===== config.mk =====
export PLATFORM = sky130hd
export DESIGN_NAME = fetch_decode_alu
export DESIGN_NICKNAME = d
export VERILOG_FILES = /design/src/rtl/fda_pkg.sv /design/src/rtl/fetch_decode_alu_alu.sv /design/src/rtl/fetch_decode_alu.sv
export SDC_FILE = /design/constraint.sdc
export NUM_CORES = 1
export LEC_CHECK = 0
export CAP_MARGIN = 30
export CORE_MARGIN = 2
export CORE_UTILIZATION = 55
export DETAILED_ROUTE_END_ITERATION = 6
export PLACE_DENSITY = 0.91
export SETUP_SLACK_MARGIN = 0.5
export SYNTH_ARGS = -nofsm -noshare
export SYNTH_HDL_FRONTEND = slang
export SYNTH_SLANG_ARGS = --single-unit

===== constraint.sdc =====
create_clock -name clk -period 7.7 [get_ports clk]
set_clock_uncertainty 0.1 [all_clocks]
set_input_delay 1.925 -clock clk [delete_from_list [all_inputs] [get_ports clk]]
set_output_delay 1.925 -clock clk [all_outputs]
set_load 0.01 [all_outputs]

===== src/rtl/fda_pkg.sv =====
// Shared opcode/funct encodings and field widths for the fetch/decode/ALU front end.
package fda_pkg;

  localparam int unsigned XLEN       = 32;
  localparam int unsigned OPC_W      = 6;
  localparam int unsigned REG_W      = 5;
  localparam int unsigned SHAMT_W    = 5;
  localparam int unsigned FUNCT_W    = 6;
  localparam int unsigned IMM_W      = 16;
  localparam int unsigned ADDR_W     = 26;

  localparam logic [OPC_W-1:0] OPC_RTYPE = 6'h00;
  localparam logic [OPC_W-1:0] OPC_J     = 6'h02;
  localparam logic [OPC_W-1:0] OPC_BEQ   = 6'h04;
  localparam logic [OPC_W-1:0] OPC_LW    = 6'h23;
  localparam logic [OPC_W-1:0] OPC_SW    = 6'h2B;

  localparam logic [FUNCT_W-1:0] FN_SLL  = 6'h00;
  localparam logic [FUNCT_W-1:0] FN_SRL  = 6'h02;
  localparam logic [FUNCT_W-1:0] FN_SRA  = 6'h03;
  localparam logic [FUNCT_W-1:0] FN_SLLV = 6'h04;
  localparam logic [FUNCT_W-1:0] FN_SRLV = 6'h06;
  localparam logic [FUNCT_W-1:0] FN_SRAV = 6'h07;
  localparam logic [FUNCT_W-1:0] FN_ADD  = 6'h20;
  localparam logic [FUNCT_W-1:0] FN_ADDU = 6'h21;
  localparam logic [FUNCT_W-1:0] FN_SUB  = 6'h22;
  localparam logic [FUNCT_W-1:0] FN_SUBU = 6'h23;
  localparam logic [FUNCT_W-1:0] FN_AND  = 6'h24;
  localparam logic [FUNCT_W-1:0] FN_OR   = 6'h25;
  localparam logic [FUNCT_W-1:0] FN_XOR  = 6'h26;
  localparam logic [FUNCT_W-1:0] FN_NOR  = 6'h27;
  localparam logic [FUNCT_W-1:0] FN_SLT  = 6'h2A;
  localparam logic [FUNCT_W-1:0] FN_SLTU = 6'h2B;

  // True for every funct the ALU implements; anything else is an illegal R-type.
  function automatic logic fn_supported(input logic [FUNCT_W-1:0] f);
    case (f)
      FN_SLL, FN_SRL, FN_SRA, FN_SLLV, FN_SRLV, FN_SRAV,
      FN_ADD, FN_ADDU, FN_SUB, FN_SUBU,
      FN_AND, FN_OR, FN_XOR, FN_NOR,
      FN_SLT, FN_SLTU: return 1'b1;
      default:         return 1'b0;
    endcase
  endfunction

endpackage


===== src/rtl/fetch_decode_alu_alu.sv =====
// Combinational 32-bit ALU selected by funct; wraps mod 2^32, no overflow traps.
module alu
  import fda_pkg::*;
(
  input  logic [XLEN-1:0]    a,
  input  logic [XLEN-1:0]    b,
  input  logic [SHAMT_W-1:0] shamt,
  input  logic [FUNCT_W-1:0] funct,
  output logic [XLEN-1:0]    out
);

  always_comb begin
    out = '0;
    case (funct)
      FN_ADD, FN_ADDU: out = a + b;
      FN_SUB, FN_SUBU: out = a - b;
      FN_AND:          out = a & b;
      FN_OR:           out = a | b;
      FN_XOR:          out = a ^ b;
      FN_NOR:          out = ~(a | b);
      FN_SLT:          out = {31'b0, $signed(a) < $signed(b)};
      FN_SLTU:         out = {31'b0, a < b};
      FN_SLL:          out = b << shamt;
      FN_SRL:          out = b >> shamt;
      FN_SRA:          out = XLEN'($signed(b) >>> shamt);
      // Variable shifts take their amount from the low bits of a.
      FN_SLLV:         out = b << a[4:0];
      FN_SRLV:         out = b >> a[4:0];
      FN_SRAV:         out = XLEN'($signed(b) >>> a[4:0]);
      default:         out = '0;
    endcase
  end

endmodule


===== src/rtl/fetch_decode_alu.sv =====
// Single-cycle CPU front end: PC register, instruction field decode and ALU.
module fetch_decode_alu
  import fda_pkg::*;
#(
  parameter logic [XLEN-1:0] RESET_PC = 32'h0
) (
  input  logic                clk,
  input  logic                rst,
  output logic [XLEN-1:0]     pc,
  input  logic [XLEN-1:0]     instr,
  output logic [OPC_W-1:0]    opcode,
  output logic [REG_W-1:0]    rs,
  output logic [REG_W-1:0]    rt,
  output logic [REG_W-1:0]    rd,
  output logic [SHAMT_W-1:0]  shamt,
  output logic [FUNCT_W-1:0]  funct,
  output logic [IMM_W-1:0]    imm,
  output logic [ADDR_W-1:0]   addr,
  output logic [XLEN-1:0]     imm_sext,
  output logic                is_rtype,
  output logic                is_lw,
  output logic                is_sw,
  output logic                is_beq,
  output logic                is_j,
  output logic                illegal,
  input  logic [XLEN-1:0]     a,
  input  logic [XLEN-1:0]     b,
  output logic [XLEN-1:0]     out,
  output logic                eq
);

  logic [XLEN-1:0] next_pc;

  assign opcode   = instr[31:26];
  assign rs       = instr[25:21];
  assign rt       = instr[20:16];
  assign rd       = instr[15:11];
  assign shamt    = instr[10:6];
  assign funct    = instr[5:0];
  assign imm      = instr[15:0];
  assign addr     = instr[25:0];
  assign imm_sext = {{(XLEN-IMM_W){imm[IMM_W-1]}}, imm};

  assign is_rtype = (opcode == OPC_RTYPE);
  assign is_lw    = (opcode == OPC_LW);
  assign is_sw    = (opcode == OPC_SW);
  assign is_beq   = (opcode == OPC_BEQ);
  assign is_j     = (opcode == OPC_J);
  assign illegal  = is_rtype ? !fn_supported(funct)
                             : !(is_lw || is_sw || is_beq || is_j);

  assign eq = (a == b);

  alu u_alu (
    .a     (a),
    .b     (b),
    .shamt (shamt),
    .funct (funct),
    .out   (out)
  );

  // Jump beats branch; both targets are absolute word addresses.
  always_comb begin
    next_pc = pc + 32'd1;
    if (is_j)
      next_pc = {6'b0, addr};
    else if (is_beq && eq)
      next_pc = {16'b0, imm};
  end

  always_ff @(posedge clk or posedge rst) begin
    if (rst) pc <= RESET_PC;
    else     pc <= next_pc;
  end

endmodule


==> out/results.txt, run 1 <==
Die width = 162 um
Htree depth = 2
Port Buffers = 274
Total CTS buffers = 5
Chip height = 162 um
Synthesized net count = 2060
Fail Step = 5_1_grt
Total grt overflow = 68
Yosys warnings = 0
Post-DP HPWL = 54000 um
Pre-CTS setup slack = -0.581 ns
Run status = did not finish
Top cell type's share of synthesized area = 14.7%
Dpl cell area = 18100 um^2
GRT Overall Usage = 66.8%
Synth Flop Type = dfrtp_1
Synth area leader = mux2i_1
Initial Util = 56.1%
Leading post-synthesis cells by cell area = mux2i_1 15%, ha_1 9.4%, mux4_2 7.3%
Synthesized area = 13600 um^2
Post-synth EDFFs = 0
CTS Buffer Depth = 2
Ys async rst share = 100%
CTS Hold Bufs = 0
Ports = 275
Syn Area/Cell = 7.34 um^2
Rows = 57
Inst Count DP = 2553
Gpl congestion = 1.35
Largest net degree at the start of global routing = 94
#FFs+latches synth = 32
Register area share after synthesis = 5.87%
Root Driver = clkbuf_16
Number of global-route vias before repair = 21298
Error msg = [ERROR GRT-0116] Global routing finished with congestion. Check the congestion regions in the DRC Viewer.
Synth cell types = 84
Clock sink count = 32
Mapped Cells = 1858
First-pass GRT wire length = 133000 um
cell usage after synthesis (all sizes together) (22+ instances only):
cell type,count
a211oi,29
a21o,24
a21oi,117
buf,156
clkbuf,95
dfrtp,32
ha,102
inv,102
mux2i,204
mux4,44
nand2,182
nand3,49
nor2,138
nor3,40
o211ai,28
o21ai,112
o22ai,22
xnor2,56
xor2,28
metrics by stage:
stage               hold slack (ns)  utilization, %
global placement              0.431            74.5
CTS                           0.467            79.6
detailed placement            0.453            74.5
floorplan                     0.463               -
timing repair:
| action | 4_1_cts |
|---|---|
| cloned | 1 |
| gates resized for setup | 273 |
| buffers inserted | 30 |
| setup endpoints to repair | 33 |
| pin swaps | 47 |
metal layers:
metal | GRT usage (%) | GRT overflow
met5 | 27.5 | 0
met4 | 66.6 | 41
met3 | 53.4 | 0
met2 | 83.9 | 25
met1 | 64.4 | 2
kinds of logic after synthesis:
logic type / after synthesis / synth area share (%)
fa+ha+maj: 104 / 9.65
flops: 32 / 5.87
buf+inv: 353 / 13.3
compound gates: 503 / 24.5
mux: 266 / 23.8
simple gates: 516 / 17.5
xor+xnor: 84 / 5.39
==> run 2, diff against run 1 <==
Settings changed: CORE_UTILIZATION 55 to 40, PLACE_DENSITY 0.91 to not set, PLACE_DENSITY_LB_ADDON set to 0.15, SETUP_SLACK_MARGIN 0.5 to not set.
==> run 2 against run 1 <==
Compared with the run above:
- the flow now finishes without violations
- area after synthesis stayed put
- synthesized cell count stayed put
==> out/results.txt, run 2 <==
Run status = complete, no violations
Power density over cell area = 106 nW/um^2
Gpl congestion = 1.07
Worst r2r dst = pc[31]$_DFF_PP0_
Final hold violations = 0
Routed vias = 17190
Synthesized net count = 2060
Port Buffers = 274
Sequential cell area = 801 um^2
Max cap viols = 0
Total DRC errors in the routed layout = 0
Data required, critical path = 5.68 ns
Ys async rst share = 100%
M3 GR Usage = 6.89%
Layout cells sized above 1 = 26.5%
Inst Count DP = 2773
Period utilization = 99.0%
Crit path DAT = 5.60 ns
Leading post-synthesis cells by cell area = mux2i_1 15%, ha_1 9.4%, mux4_2 7.3%
Area of the core = 33500 um^2
Final setup fails = 0
Highest Clock Rate = 0.131 GHz
DRT Wirelength = 74900 um
Largest net degree at the start of global routing = 89
Number of global-route vias before repair = 16296
Post-route cell area = 19800 um^2
RR Startpoint = pc[4]$_DFF_PP0_
Hold path depth = 2
Mapped Cells = 1858
Most frequent cell after synthesis = mux2i_1
Final min period = 7.63 ns
Post-DP HPWL = 62200 um
Crit-path max cell delay = 0.53 ns
Setup_tns = 0 ns
Critical-path top delay cell = clkdlybuf4s50_1
Syn-to-layout area delta = 44.9%
Top cell type's share of synthesized area = 14.7%
Total CTS buffers = 5
Min-Delay Path Class = flop to flop
Dpl cell area = 19100 um^2
Worst-path clk slew = 0.05 ns
Synth area leader = mux2i_1
Most used cell, CP = mux2i_1
First drt pass iteration count = 6
Total grt overflow = 0
Most frequent cells in the layout = 438 x buf_4, 237 x clkdlybuf4s50_1, 186 x mux2i_1
Ports = 275
Filler Cell Count = 3159
HP Start = pc[31]$_DFF_PP0_
CP max FO = 12
Chip height = 189 um
Slew Viols, Final = 0
Routed wire per std cell = 26.8 um
First-pass GRT wire length = 108000 um
Worst vdd ir = 0.0810 mV
Post-synth EDFFs = 0
CTS tree = built
Top Registers = pc x32
R2R setup slack = 4.62 ns
Synth cell types = 84
Reg2reg path depth = 8
Initial Util = 40.7%
Met2 usage = 65.1%
RSZ-0062 raised after global routing = no
Slew headroom = 27.9%
Worst skew pair latency = 0.29 ns
Final Non-Filler Cells = 2797
Final net count = 2550
Total chip power = 0.00209 W
Synthesized area = 13600 um^2
CP endpoint kind = output pin
Hold Path Sink = pc[31]$_DFF_PP0_
Max reg flops = 32
Top reg by flops = pc
Worst-Margin Slew = 1.08 ns
GRT met1 Usage = 50.2%
Top cells by count, synth = 201 x mux2i_1, 180 x nand2_1, 138 x nor2_1
Die area = 35600 um^2
Critical-path cell list = dlygate4sd2_1, nor4b_4, and2_4, mux2i_4, buf_12, buf_4, mux2i_1, mux2i_1, mux2i_1, nor2_1, a2111oi_0, nand2_1, clkdlybuf4s50_1
Top Usage Layer GRT = met2
Yosys warnings = 0
CTS Buffer Depth = 2
GRT Overall Usage = 40.7%
Kind of critical path = input port to output pin
ANT nets after route = 0
Multi-input logic area = 11400 um^2
Register area share after synthesis = 5.87%
Pleak = 9.06 nW
Clock sink count = 32
Commonest non-fill, non-tap cell in the layout = buf_4
Root Driver = clkbuf_16
Starting DRC count in detailed routing = 1993
Syn Area/Cell = 7.34 um^2
Initial antenna violation count = 3
Via-per-instance ratio = 6.15
Htree depth = 2
Synth Flop Type = dfrtp_1
Util after Layout = 59.0%
Startpoint types = input port
CTS Hold Bufs = 0
Die width = 189 um
Rows = 67
#FFs+latches synth = 32
==> run 2: cell counts after synthesis <==
Identical to the previous run, type by type.
==> run 2: report_power, final <==
group	leakage (nW)	internal (W)	total, W	switching [W]
Sequential	0.374	0.000229	0.000314	0.0000853
Clock	0.0667	0.000117	0.000192	0.0000744
Combinational	8.62	0.000758	0.00158	0.000826
Total	9.06	0.00110	0.00209	0.000986
==> run 2: area by class of cell <==
class,count,area share (%)
Antenna cell,1,0.0127
Clock buffer,6,0.652
Clock inverter,1,0.0253
Inverter,102,1.94
Multi-Input combinational cell,1473,57.8
Sequential cell,32,4.05
Tap cell,448,2.83
Timing Repair Buffer,734,32.7
==> run 2: cell families (layout without fill, tap and decap cells) <==
kind of cell             Yosys count  count (layout)  synth area share [%]
other                              0               1                     0
flip-flops                        32              32                  5.87
XOR/XNOR                          84              84                  5.39
multiplexers                     266             266                  23.8
adder cells (fa/ha/maj)          104             104                  9.65
buffers and inverters            353             843                  13.3
AO/OA/AOI/OAI                    503             503                  24.5
AND/OR/NAND/NOR                  516             516                  17.5
==> run 2: per-layer routing <==
layer  vias to the layer above  wire length (um)
li1                       7667                 -
met3                       233              7160
met4                         4              5790
met1                      8206             28600
met2                      1080             33300
met5                         -                21
==> run 2: timing repair <==
item | CTS | global route
pin swaps | 11 | 10
setup endpoints to repair | 31 | 28
gates resized for setup | 81 | 43
buffers inserted | 12 | 3
cloned | 1 | 0
==> run 2: how the worst max path moves through the flow <==
stage | to | cells past startpoint | slack (ns) | from
2_1_floorplan | out[31] | 13 | 0.72 | b[2]
3_5_place_dp | out[28] | 15 | -0.52 | b[4]
5_1_grt | out[13] | 15 | 0.01 | a[8]
4_1_cts | out[15] | 14 | 0.0002 | instr[2]
6_report | out[2] | 13 | 0.07 | instr[5]
3_3_place_gp | out[28] | 15 | -0.42 | b[4]
==> run 2: worst max-delay path, delay by kind of cell <==
family                 cells  cell delay [ns]
AND/OR/NAND/NOR            4             0.83
buffers and inverters      4             1.19
multiplexers               4             1.26
AO/OA/AOI/OAI              1             0.37
==> run 2: through the flow <==
stage | worst slack, ns | hold WS [ns]
after floorplan | 0.717 | 0.463
final | 0.0735 | 0.446
after global placement | -0.420 | 0.428
after global routing | 0.0136 | 0.479
after detailed placement | -0.522 | 0.435
after CTS | 0.000152 | 0.447
Note: power is estimated with default switching activity, not from simulation.
